### config.mk
export PLATFORM = sky130hd
export DESIGN_NAME = if_stage_flat
export DESIGN_NICKNAME = d
export VERILOG_FILES = /design/src/rtl/if_stage_if.sv /design/src/rtl/if_stage.sv /design/src/flat_wrapper.sv
export SDC_FILE = /design/constraint.sdc
export NUM_CORES = 1
export LEC_CHECK = 0
export CORE_UTILIZATION = 54
export CTS_CLUSTER_SIZE = 14
export DETAILED_ROUTE_END_ITERATION = 10
export PLACE_DENSITY = 0.85
export SLEW_MARGIN = 25
export SYNTH_ARGS = -nofsm -noshare
export SYNTH_HDL_FRONTEND = slang
export SYNTH_SLANG_ARGS = --single-unit
### constraint.sdc
create_clock -name clk -period 13.2 [get_ports clk]
set_clock_uncertainty 0.1 [all_clocks]
set_input_delay 3.3 -clock clk [delete_from_list [all_inputs] [get_ports clk]]
set_output_delay 3.3 -clock clk [all_outputs]
set_load 0.05 [all_outputs]
### src/rtl/if_stage_if.sv
// Instruction-memory bus between the fetch stage (master) and memory (slave):
// a valid/ready request channel and an in-order, non-backpressured response channel.
interface if_stage_if #(
  parameter int BUS_WIDTH   = 64,
  parameter int INSTR_WIDTH = 32
) ();
  logic                   imem_req_valid;
  logic                   imem_req_ready;
  logic [BUS_WIDTH-1:0]   imem_req_addr;
  logic                   imem_resp_valid;
  logic [INSTR_WIDTH-1:0] imem_resp_instr;

  modport master (
    output imem_req_valid,
    output imem_req_addr,
    input  imem_req_ready,
    input  imem_resp_valid,
    input  imem_resp_instr
  );

  modport slave (
    input  imem_req_valid,
    input  imem_req_addr,
    output imem_req_ready,
    output imem_resp_valid,
    output imem_resp_instr
  );
endinterface

### src/rtl/if_stage.sv
// Instruction-fetch stage: owns the fetch PC, issues in-order fetches, buffers
// returned instructions for decode and drops wrong-path responses after a redirect.
module if_stage #(
  parameter int                   BUS_WIDTH   = 64,
  parameter int                   INSTR_WIDTH = 32,
  parameter logic [BUS_WIDTH-1:0] RESET_PC    = '0,
  parameter int                   DEPTH       = 2
) (
  input  logic                   clk,
  input  logic                   rst_n,
  if_stage_if.master             imem,
  input  logic                   stall,
  input  logic                   imm_pc,
  input  logic [BUS_WIDTH-1:0]   next_imm_pc,
  output logic [BUS_WIDTH-1:0]   pc,
  output logic [INSTR_WIDTH-1:0] instr,
  output logic                   instr_valid
);
  localparam int PW = $clog2(DEPTH);
  localparam int CW = PW + 1;
  localparam logic [INSTR_WIDTH-1:0] NOP = INSTR_WIDTH'(32'h0000_0013);

  logic [BUS_WIDTH-1:0] fetch_pc_reg, fetch_pc_next;
  logic [CW-1:0]        inflight_reg, inflight_next;
  logic [CW-1:0]        discard_reg, discard_next;
  // Ring pointers carry a wrap bit so that full and empty are distinguishable.
  logic [CW-1:0]        head_reg, head_next;
  logic [CW-1:0]        fill_reg, fill_next;
  logic [CW-1:0]        tail_reg, tail_next;
  logic                 started_reg;

  logic [BUS_WIDTH-1:0]   pc_mem    [DEPTH];
  logic [INSTR_WIDTH-1:0] instr_mem [DEPTH];

  logic [CW-1:0] alloc_cnt, filled_cnt;
  logic          req_fire, resp_fire, redirect;
  logic          push_en, fill_en, pop_en;
  logic [PW-1:0] head_idx, fill_idx, tail_idx;

  assign alloc_cnt  = tail_reg - head_reg;
  assign filled_cnt = fill_reg - head_reg;
  assign head_idx   = head_reg[PW-1:0];
  assign fill_idx   = fill_reg[PW-1:0];
  assign tail_idx   = tail_reg[PW-1:0];

  // Allocated entries equal live requests plus filled entries, so capacity is
  // reserved at issue and a response always has a slot.
  assign imem.imem_req_valid = started_reg && (inflight_reg < CW'(DEPTH))
                               && (alloc_cnt < CW'(DEPTH));
  assign imem.imem_req_addr  = fetch_pc_reg;

  assign req_fire  = imem.imem_req_valid & imem.imem_req_ready;
  assign resp_fire = imem.imem_resp_valid;
  assign redirect  = imm_pc & instr_valid & ~stall;

  assign push_en = req_fire & ~redirect;
  assign fill_en = resp_fire & (discard_reg == '0) & ~redirect;
  assign pop_en  = instr_valid & ~stall & ~redirect;

  assign instr_valid = (filled_cnt != '0);
  assign pc          = instr_valid ? pc_mem[head_idx]    : '0;
  assign instr       = instr_valid ? instr_mem[head_idx] : NOP;

  always_comb begin
    fetch_pc_next = fetch_pc_reg;
    inflight_next = inflight_reg + CW'(req_fire) - CW'(resp_fire);
    discard_next  = discard_reg;
    head_next     = head_reg;
    fill_next     = fill_reg;
    tail_next     = tail_reg;
    if (redirect) begin
      // Every old-stream request still unanswered after this edge is wrong-path.
      fetch_pc_next = next_imm_pc;
      discard_next  = inflight_next;
      head_next     = '0;
      fill_next     = '0;
      tail_next     = '0;
    end else begin
      if (req_fire)
        fetch_pc_next = fetch_pc_reg + BUS_WIDTH'(4);
      if (resp_fire && (discard_reg != '0))
        discard_next = discard_reg - CW'(1);
      if (push_en)
        tail_next = tail_reg + CW'(1);
      if (fill_en)
        fill_next = fill_reg + CW'(1);
      if (pop_en)
        head_next = head_reg + CW'(1);
    end
  end

  always_ff @(posedge clk or negedge rst_n) begin
    if (!rst_n) begin
      fetch_pc_reg <= RESET_PC;
      inflight_reg <= '0;
      discard_reg  <= '0;
      head_reg     <= '0;
      fill_reg     <= '0;
      tail_reg     <= '0;
      started_reg  <= 1'b0;
    end else begin
      fetch_pc_reg <= fetch_pc_next;
      inflight_reg <= inflight_next;
      discard_reg  <= discard_next;
      head_reg     <= head_next;
      fill_reg     <= fill_next;
      tail_reg     <= tail_next;
      started_reg  <= 1'b1;
    end
  end

  // Entry payloads need no reset: an entry is only read once its pointers mark it filled.
  always_ff @(posedge clk) begin
    if (push_en)
      pc_mem[tail_idx] <= fetch_pc_reg;
    if (fill_en)
      instr_mem[fill_idx] <= imem.imem_resp_instr;
  end
endmodule

### src/flat_wrapper.sv
// flat-port wrapper written by rule: the top's interface ports become plain ports
module if_stage_flat 
#(
  parameter int                   BUS_WIDTH   = 64,
  parameter int                   INSTR_WIDTH = 32,
  parameter logic [BUS_WIDTH-1:0] RESET_PC    = '0,
  parameter int                   DEPTH       = 2
)
  (clk, rst_n, stall, imm_pc, next_imm_pc, pc, instr, instr_valid, imem_imem_req_valid, imem_imem_req_addr, imem_imem_req_ready, imem_imem_resp_valid, imem_imem_resp_instr);
  if_stage_if #(.BUS_WIDTH(BUS_WIDTH), .INSTR_WIDTH(INSTR_WIDTH)) imem_i ();
  input  logic clk;
  input  logic rst_n;
  input  logic stall;
  input  logic imm_pc;
  input  logic [BUS_WIDTH-1:0] next_imm_pc;
  output logic [BUS_WIDTH-1:0] pc;
  output logic [INSTR_WIDTH-1:0] instr;
  output logic instr_valid;
  output wire logic [$bits(imem_i.imem_req_valid)-1:0] imem_imem_req_valid;
  output wire logic [$bits(imem_i.imem_req_addr)-1:0] imem_imem_req_addr;
  input wire logic [$bits(imem_i.imem_req_ready)-1:0] imem_imem_req_ready;
  input wire logic [$bits(imem_i.imem_resp_valid)-1:0] imem_imem_resp_valid;
  input wire logic [$bits(imem_i.imem_resp_instr)-1:0] imem_imem_resp_instr;
  assign imem_imem_req_valid = imem_i.imem_req_valid;
  assign imem_imem_req_addr = imem_i.imem_req_addr;
  assign imem_i.imem_req_ready = imem_imem_req_ready;
  assign imem_i.imem_resp_valid = imem_imem_resp_valid;
  assign imem_i.imem_resp_instr = imem_imem_resp_instr;
  if_stage #(.BUS_WIDTH(BUS_WIDTH), .INSTR_WIDTH(INSTR_WIDTH), .RESET_PC(RESET_PC), .DEPTH(DEPTH)) u_core (.clk(clk), .rst_n(rst_n), .imem(imem_i), .stall(stall), .imm_pc(imm_pc), .next_imm_pc(next_imm_pc), .pc(pc), .instr(instr), .instr_valid(instr_valid));
endmodule
==> metrics.cfg, run 1 <==
[route]
drt_drc_violations_left=0
drtIter0Drc=514
num_vias=8078
avgViaCountPerCell=5.621
drt-total-wl_um=28310
ant_nets=0
drt_first_pass_iters=5
post_drt_wl_per_cell_um=19.70

[worst_hold_path]
min_path_type=reg -> reg

[critical_path]
critPathBufInv=3
r2r-end=u_core.pc_mem[1][62]$_DFFE_PP_
crit_path_cell_trace=xor2_1, nor2_4, buf_4, inv_1, nand2_1, clkdlybuf4s50_1
rr_worst_depth=5
critPathKind=reg -> out
cp_num_cells=6
worstPathRequired_ns=9.80
regToRegSetupSlack_ns=9.54
end_kind=primary output
worst-path-max-fanout=94
critical_path.endpoint=instr[4]
r2r_start=u_core.head_reg[0]$_DFFE_PN0P_
cp-startpoint=u_core.head_reg[0]$_DFFE_PN0P_
critPathTopFamily=buffers and inverters
slowest_stage=dfrtp_4
worst_setup_path_start_kind=flip-flop
cp_slowest_stage_delay_ns=0.85
worst_ep_arrival_time_ns=3.74

[floorplan]
dieHeight_um=147.4
start_util=0.5574
std_cell_rows=52
core-area_sq_um=20490
die-area_sq_um=21740
io-pin-count=264
die_x_um=147.4

[sta]
fmax_ghz=0.1401
maxSlewViolCount=0
finalHoldViolations=0
rsz0062_at_grt=false
worstMarginPinSlew_ns=1.054
fin_tns_setup_ns=0
fin_crit_sh=0.5406
finalCriticalPeriod_ns=7.136
final-setup-viol-count=0
maxSlewHeadroom=0.2976

[cts]
path_clk_slew_ns=0.06
root_buffer=clkbuf_16
cts_tree=built
cts_setup_buffers=0
clockBufferDepth=3
clock_latency_ns=0.52
ctsResizeCount=0
cts.sinks=267
htreeDepth=1
cts_hold_buf=0
cts_buffers=27

[synth]
synthesis.area_sq_um=11420
synth_warnings=0
ys_ff_latch=267
synth_compound_area_frac=0.03308
synthArstFlopShare=0.2809
synth_xor_area_frac=0.05203
synth.distinct_cells=41
synth.net_count=996
synthAdderAreaFrac=0.004381
syn_avg_cell_area_sq_um=12.84
syn_inst=890
muxShareOfSynthArea=0.08587
synth_top_family_by_area=simple AND/OR/NAND/NOR gates
yosys.area_share.simple=0.1361
yosysSeqAreaShare=0.6690
synth_edf_count=192
synth_top_flop_cell=edfxtp_1

[cells_and_area]
n_fill_cell=1334
layout-drive-gt1-share=0.06170
largest_reg_flops=128
area_growth_pct=33.48
regMostFlops=u_core.pc_mem
fin_nets=1255
antenna_cells=0

[global_route]
grt_pass1_wl_um=43390
grt_max_degree=112
gr-usage-all-layers=0.2583
overflow=0
grt_pass1_vias=7995
grt_antenna_before_repair=0

[placement]
hpwl_um=18430
numPortBuffers=263
place_congestion=0.8420

[run_status]
status=completed

[job]
cap_violations=0

==> cells in the mapped netlist, drive strengths merged, types with 18 or more instances <==
| library cell | instances | area, sq um |
|---|---|---|
| nand4 | 18 | 112.6 |
| mux2i | 98 | 980.9 |
| o21ai | 58 | 290.3 |
| edfxtp | 192 | 5766 |
| nand2 | 84 | 315.3 |
| xor2 | 27 | 236.5 |
| buf | 20 | 87.58 |
| clkbuf | 24 | 90.09 |
| nor2 | 123 | 461.7 |
| dfrtp | 75 | 1877 |
| xnor2 | 40 | 357.8 |
| nand3 | 28 | 140.1 |
==> cell families after synthesis <==
family                     count (synthesis)
DFF                                      267
and+or+nand+nor                          325
adders and majority gates                  4
buffers and inverters                     55
xor gates and xnor gates                  67
AOI/OAI and AO/OA                         73
muxes                                     98
other                                      1
==> layout make-up <==
cell class / instances / area (sq um) / share of cell area
Timing Repair Buffer: 274 / 2745 / 0.1800
Clock buffer: 37 / 753.2 / 0.04940
Tap cell: 270 / 337.8 / 0.02215
Inverter: 11 / 41.29 / 0.002708
Multi-Input combinational cell: 568 / 3600 / 0.2361
Clock inverter: 10 / 125.1 / 0.008205
Sequential cell: 267 / 7646 / 0.5014
==> per-layer routing <==
| layer | wire (um) | vias to the layer above | GRT usage | share of wire |
|---|---|---|---|---|
| met5 | 0 | - | 0 | 0 |
| met4 | 697 | 0 | 0.08041 | 0.025 |
| met3 | 2110 | 51 | 0.03673 | 0.075 |
| met2 | 13780 | 371 | 0.4276 | 0.49 |
| met1 | 11720 | 3938 | 0.3565 | 0.41 |
| li1 | - | 3718 | - | - |
==> worst register-to-register path, cell delays in order (launching register included) <==
cell     delay, ns
dfrtp_4       0.85
nor2b_1       0.28
xnor2_1       0.07
buf_4         0.18
nor2_1        0.73
and3_4        0.96
==> worst min path at each step <==
stage	startpoint	end	slack, ns	cells past startpoint
2_1_floorplan	u_core.inflight_reg[1]$_DFF_PN0_	u_core.inflight_reg[1]$_DFF_PN0_	0.38	1
3_3_place_gp	u_core.imem.imem_req_addr[63]$_DFFE_PN0P_	u_core.pc_mem[0][63]$_DFFE_PP_	0.40	0
3_5_place_dp	u_core.imem.imem_req_addr[1]$_DFFE_PN0P_	u_core.pc_mem[1][1]$_DFFE_PP_	0.40	0
4_1_cts	u_core.imem.imem_req_addr[1]$_DFFE_PN0P_	u_core.pc_mem[1][1]$_DFFE_PP_	0.41	0
5_1_grt	u_core.imem.imem_req_addr[1]$_DFFE_PN0P_	u_core.pc_mem[1][1]$_DFFE_PP_	0.42	0
6_report	u_core.imem.imem_req_addr[63]$_DFFE_PN0P_	u_core.pc_mem[1][63]$_DFFE_PP_	0.42	0
==> layout by cell type, fill, tap and decap left out, types with 10 or more instances in the layout <==
cell and count:
buf_4 10, clkbuf_16 27, clkdlybuf4s50_1 262, dfrtp_1 74, edfxtp_1 192, inv_1 11
mux2i_1 98, nand2_1 84, nand3_1 28, nand4_1 18, nor2_1 121, o21ai_0 37
o21ai_1 21, or3_1 12, xnor2_1 39, xor2_1 27
==> through the flow <==
| step | util | hold slack, ns | cell area (sq um) | setup slack, ns | std cells |
|---|---|---|---|---|---|
| after floorplan | - | 0.3792 | 11420 | 2.468 | 890 |
| after global placement | 0.6984 | 0.4000 | 14310 | 6.689 | 1388 |
| after detailed placement | 0.6998 | 0.3992 | 14340 | 6.583 | 1389 |
| after CTS | 0.7427 | 0.4129 | 15220 | 6.019 | 1436 |
| after global routing | 0.7440 | 0.4217 | 15250 | 5.872 | 1437 |
| final | 0.7440 | 0.4229 | 15250 | 6.064 | 1437 |
Power of run 1 is left out: the tool's default activity adds up to more than one toggle a clock period on the data nets, which glitch-free logic cannot reach.
==> inputs of run 2 (changes only) <==
CORE_UTILIZATION = 45   (was 54)
PLACE_DENSITY = 0.76   (was 0.85)
clock period = 5.9 ns   (was 13.2 ns; I/O delays follow)
==> metrics.cfg, run 2 (synthesis gave the netlist of run 1 again) <==
[route]
drt-total-wl_um=27600  ; was 28,310 um
drtIter0Drc=416  ; was 514
num_vias=7823  ; was 8,078
avgViaCountPerCell=5.236  ; was 5.621
ant_nets=0  ; unchanged
drt_drc_violations_left=0  ; unchanged
drt_first_pass_iters=5  ; unchanged
post_drt_wl_per_cell_um=18.48  ; was 19.70 um

[floorplan]
io-pin-count=264  ; unchanged
die-area_sq_um=26030  ; was 21,740 sq um
core-area_sq_um=24600  ; was 20,490 sq um
start_util=0.4643  ; was 0.5574
die_x_um=161.3  ; was 147.4 um
std_cell_rows=57  ; was 52
dieHeight_um=161.3  ; was 147.4 um

[global_route]
gr-usage-all-layers=0.2091  ; was 0.2583
grt_antenna_before_repair=1  ; was 0
overflow=0  ; unchanged
grt_pass1_wl_um=42330  ; was 43,390 um
grt_max_degree=76  ; was 112
grt_pass1_vias=7626  ; was 7,995

[critical_path]
worstPathRequired_ns=4.32  ; was 9.80 ns
r2r-end=u_core.pc_mem[1][51]$_DFFE_PP_  ; was u_core.pc_mem[1][62]$_DFFE_PP_
slowest_stage=clkdlybuf4s50_1  ; was dfrtp_4
critPathKind=reg -> out  ; unchanged
crit_path_cell_trace=xor2_1, nor2_4, buf_4, nor2_1, clkdlybuf4s50_1  ; was xor2_1, nor2_4, buf_4, inv_1, nand2_1, clkdlybuf4s50_1
cp_slowest_stage_delay_ns=0.73  ; was 0.85 ns
worst_setup_path_start_kind=flip-flop  ; unchanged
r2r_start=u_core.head_reg[0]$_DFFE_PN0P_  ; unchanged
end_kind=primary output  ; unchanged
worst_ep_arrival_time_ns=3.20  ; was 3.74 ns
regToRegSetupSlack_ns=2.52  ; was 9.54 ns
worst-path-max-fanout=35  ; was 94
rr_worst_depth=6  ; was 5

[sta]
finalCriticalPeriod_ns=4.773
whs_ns=0.4157  ; was 0.4229 ns
fin_tns_setup_ns=0  ; unchanged
rsz0062_at_grt=false  ; unchanged
fin_crit_sh=0.8090
fmax_ghz=0.2095
worstMarginPinSlew_ns=1.036  ; was 1.054 ns
maxSlewHeadroom=0.3038  ; was 0.2976
final-setup-viol-count=0  ; unchanged
finalHoldViolations=0  ; unchanged
maxSlewViolCount=0  ; unchanged

[cells_and_area]
final_cell_mix=clkdlybuf4s50_1 (262), edfxtp_1 (192), nor2_1 (121), mux2i_1 (98), nand2_1 (84)  ; unchanged
area_growth_pct=34.07  ; was 33.48%
layout-drive-gt1-share=0.06325  ; was 0.06170
regMostFlops=u_core.pc_mem  ; unchanged
final_cells=1494  ; was 1,437
final_common_cell=clkdlybuf4s50_1  ; unchanged
antenna_cells=0  ; unchanged
fin_nets=1256  ; was 1,255
n_fill_cell=1859  ; was 1,334
largest_reg_flops=128  ; unchanged

[cts]
root_buffer=clkbuf_16  ; unchanged
cts.sinks=267  ; unchanged
ctsResizeCount=0  ; unchanged
cts_setup_buffers=0  ; unchanged
path_clk_slew_ns=0.06  ; about the same
htreeDepth=1  ; unchanged
clockBufferDepth=3  ; unchanged
clock_latency_ns=0.53  ; was 0.52 ns
cts_buffers=27  ; unchanged
cts_hold_buf=0  ; unchanged
cts_tree=built  ; unchanged

[run_status]
status=completed  ; unchanged

[worst_hold_path]
hold_end=u_core.pc_mem[1][0]$_DFFE_PP_  ; was u_core.pc_mem[1][63]$_DFFE_PP_
min_path_type=reg -> reg  ; unchanged
hold_depth=0  ; unchanged
hold_start=u_core.imem.imem_req_addr[0]$_DFFE_PN0P_  ; was u_core.imem.imem_req_addr[63]$_DFFE_PN0P_

[placement]
numPortBuffers=263  ; unchanged
dp.cells=1445  ; was 1,389
place_congestion=0.8135  ; was 0.8420
hpwl_um=18160  ; was 18,430 um

[job]
cap_violations=0  ; unchanged

run 2: layout make-up:
class / count / area, sq um / share of cell area
Sequential cell: 267 / 7646 / 0.4992
Multi-Input combinational cell: 568 / 3608 / 0.2356
Timing Repair Buffer: 275 / 2736 / 0.1787
Clock buffer: 41 / 789.5 / 0.05155
Tap cell: 324 / 405.4 / 0.02647
Clock inverter: 8 / 88.84 / 0.005800
Inverter: 11 / 41.29 / 0.002696
run 2: routing by layer:
layer  global-route usage  up-vias  part of all wire
li1                     -     3716                 -
met1               0.2935     3734              0.43
met2               0.3295      323              0.47
met3              0.03852       48             0.072
met4              0.06861        2             0.026
met5                    0        -           0.00065
run 2: per-stage QoR:
stage                       util  cell area [sq um]  worst slack (ns)
after detailed placement  0.5866              14430             1.629
final                     0.6225              15320             1.127
after global placement    0.5863              14430             1.720
after floorplan                -              11440            0.9449
after CTS                 0.6223              15310             1.054
after global routing      0.6225              15320            0.9371
run 2: worst max path at each step:
stage | startpoint | to | slack, ns | depth (start not counted)
after floorplan | stall | u_core.instr_mem[0][0]$_DFFE_PP_ | 0.94 | 5
after global placement | u_core.head_reg[0]$_DFFE_PN0P_ | pc[49] | 1.72 | 5
after detailed placement | u_core.head_reg[0]$_DFFE_PN0P_ | pc[30] | 1.63 | 5
after CTS | u_core.head_reg[0]$_DFFE_PN0P_ | pc[40] | 1.05 | 5
after global routing | u_core.head_reg[0]$_DFFE_PN0P_ | pc[40] | 0.94 | 5
final | u_core.head_reg[0]$_DFFE_PN0P_ | pc[40] | 1.13 | 5
run 2: worst max-delay path, delay by kind of cell, from the launching register on:
kind / cells / cell delay, ns
buf+inv: 2 / 1.19
flops: 1 / 0.62
simple gates: 2 / 0.61
xor+xnor: 1 / 0.23
Power of run 2 is left out for the same reason.
==> inputs of run 3 (changes only) <==
CORE_UTILIZATION = 50   (was 45)
PLACE_DENSITY = 0.8   (was 0.76)
clock period = 4.55 ns   (was 5.9 ns; I/O delays follow)
==> metrics.cfg, run 3 (synthesis gave the netlist of run 1 again) <==
[run_status]
status=completed  ; unchanged

[cells_and_area]
largest_reg_flops=128  ; unchanged
n_fill_cell=1574  ; was 1,859
regMostFlops=u_core.pc_mem  ; unchanged
final_cell_mix=clkdlybuf4s50_1 (199), edfxtp_1 (192), nor2_1 (121), mux2i_1 (98), nand2_1 (84)  ; was clkdlybuf4s50_1 (262), edfxtp_1 (192), nor2_1 (121), mux2i_1 (98), nand2_1 (84)
fin_nets=1257  ; was 1,256
regArea_sq_um=7646  ; unchanged
final_cells=1452  ; was 1,494
layout-drive-gt1-share=0.1238  ; was 0.06325
multiInputGateArea_sq_um=3606  ; was 3608 sq um
area_growth_pct=32.75  ; was 34.07%
final_common_cell=clkdlybuf4s50_1  ; unchanged

[critical_path]
cp_slowest_stage_delay_ns=0.71  ; was 0.73 ns
critPathTopFamily=buffers and inverters  ; unchanged
critPathKind=reg -> out  ; unchanged
crit_path_cell_trace=xor2_1, nor2_4, buf_12, inv_1, clkdlybuf4s50_1  ; was xor2_1, nor2_4, buf_4, nor2_1, clkdlybuf4s50_1
worst-path-max-fanout=32  ; was 35
worst_ep_arrival_time_ns=2.79  ; was 3.20 ns
end_kind=primary output  ; unchanged
worstPathRequired_ns=3.31  ; was 4.32 ns
slowest_stage=clkdlybuf4s50_1  ; unchanged
worst_setup_path_start_kind=flip-flop  ; unchanged
critPathBufInv=3  ; was 2

[global_route]
grt_pass1_wl_um=42210  ; was 42,330 um
gr-usage-all-layers=0.2318  ; was 0.2091
grt_pass1_vias=7676  ; was 7,626
overflow=0  ; unchanged
grt_max_degree=102  ; was 76
grt_antenna_before_repair=3  ; was 1

[route]
post_drt_wl_per_cell_um=18.95  ; was 18.48 um
drt-total-wl_um=27510  ; was 27,600 um
avgViaCountPerCell=5.410  ; was 5.236
num_vias=7855  ; was 7,823
ant_nets=0  ; unchanged
drtIter0Drc=556  ; was 416
drt_first_pass_iters=5  ; unchanged
drt_drc_violations_left=0  ; unchanged

[job]
cap_violations=0  ; unchanged

[floorplan]
die_x_um=153.2  ; was 161.3 um
std_cell_rows=54  ; was 57
core-area_sq_um=22090  ; was 24,600 sq um
die-area_sq_um=23450  ; was 26,030 sq um
start_util=0.5170  ; was 0.4643
dieHeight_um=153.2  ; was 161.3 um
io-pin-count=264  ; unchanged

[sta]
finalCriticalPeriod_ns=4.026
fin_tns_setup_ns=0  ; unchanged
maxSlewViolCount=0  ; unchanged
finalHoldViolations=0  ; unchanged
maxSlewHeadroom=0.3523  ; was 0.3038
worstMarginPinSlew_ns=0.9646  ; was 1.036 ns
fmax_ghz=0.2484
fin_crit_sh=0.8848
rsz0062_at_grt=false  ; unchanged
final-setup-viol-count=0  ; unchanged

[cts]
path_clk_slew_ns=0.06  ; about the same
cts_buffers=27  ; unchanged
cts_setup_buffers=0  ; unchanged
root_buffer=clkbuf_16  ; unchanged
clockBufferDepth=3  ; unchanged
cts_hold_buf=0  ; unchanged
cts.sinks=267  ; unchanged
cts_tree=built  ; unchanged
htreeDepth=1  ; unchanged
ctsResizeCount=0  ; unchanged
clock_latency_ns=0.52  ; was 0.53 ns

[placement]
numPortBuffers=263  ; unchanged
place_congestion=0.8523  ; was 0.8135
hpwl_um=17800  ; was 18,160 um
dp.cells=1402  ; was 1,445

[worst_hold_path]
min_path_type=reg -> reg  ; unchanged

-- run 3: cell types whose count changed in the layout (fill, tap and decap cells not counted), moves of 2 or more --
cell / before / now
buf_12: 1 / 3
buf_4: 11 / 73
clkbuf_1: 9 / 3
clkbuf_8: 4 / 8
clkdlybuf4s50_1: 262 / 199
clkinv_2: 5 / 7
clkinvlp_4: 0 / 2
-- run 3: metrics by stage --
step           hold slack (ns)  setup slack [ns]  instance area (sq um)    util
6_report                0.4230            0.5242                  15160  0.6864
5_1_grt                 0.4496            0.3863                  15160  0.6863
4_1_cts                 0.4322            0.4448                  15160  0.6861
3_5_place_dp            0.4119            0.6872                  14250  0.6450
3_3_place_gp            0.4054            0.7602                  14250  0.6450
2_1_floorplan           0.3792            0.1871                  11440       -
-- run 3: cell type report --
type                       instances  area share
antenna                            1   0.0001650
clock buffer                      38     0.05256
clock inverter                    11    0.007261
inverter                          11    0.002723
multi-input combinational        568      0.2378
sequential                       267      0.5042
tap                              280     0.02310
timing repair buffer             276      0.1722
-- run 3: path summary, 6_finish.rpt --
check,start,end,slack (ns),cells past startpoint
worst min-delay path,u_core.imem.imem_req_addr[63]$_DFFE_PN0P_,u_core.pc_mem[1][63]$_DFFE_PP_,0.42,0
worst max register to register,u_core.head_reg[0]$_DFFE_PN0P_,u_core.imem.imem_req_addr[53]$_DFFE_PN0P_,1.04,7
max in group asynchronous,rst_n,u_core.head_reg[0]$_DFFE_PN0P_,3.21,1
worst min register to register,u_core.imem.imem_req_addr[63]$_DFFE_PN0P_,u_core.pc_mem[1][63]$_DFFE_PP_,0.42,0
min in group asynchronous,rst_n,u_core.imem.imem_req_addr[45]$_DFFE_PN0P_,0.56,1
worst max-delay path,u_core.head_reg[0]$_DFFE_PN0P_,instr_valid,0.52,5
-- run 3: worst register-to-register path: cells and delay by family, from the launching register on --
kind / cells / cell delay, ns
flops: 1 / 0.43
compound gates: 1 / 0.08
xor+xnor: 2 / 0.46
simple gates: 3 / 1.77
buf+inv: 1 / 0.55
-- run 3: metal layers --
layer  track usage  routed length [um]  vias to the layer above
met5             0                  27                        -
met4       0.07359                 654                        4
met3       0.04650                1961                       49
met2        0.3760               13010                      273
met1        0.3150               11860                     3808
li1              -                   -                     3721
Power of run 3 is left out for the same reason.
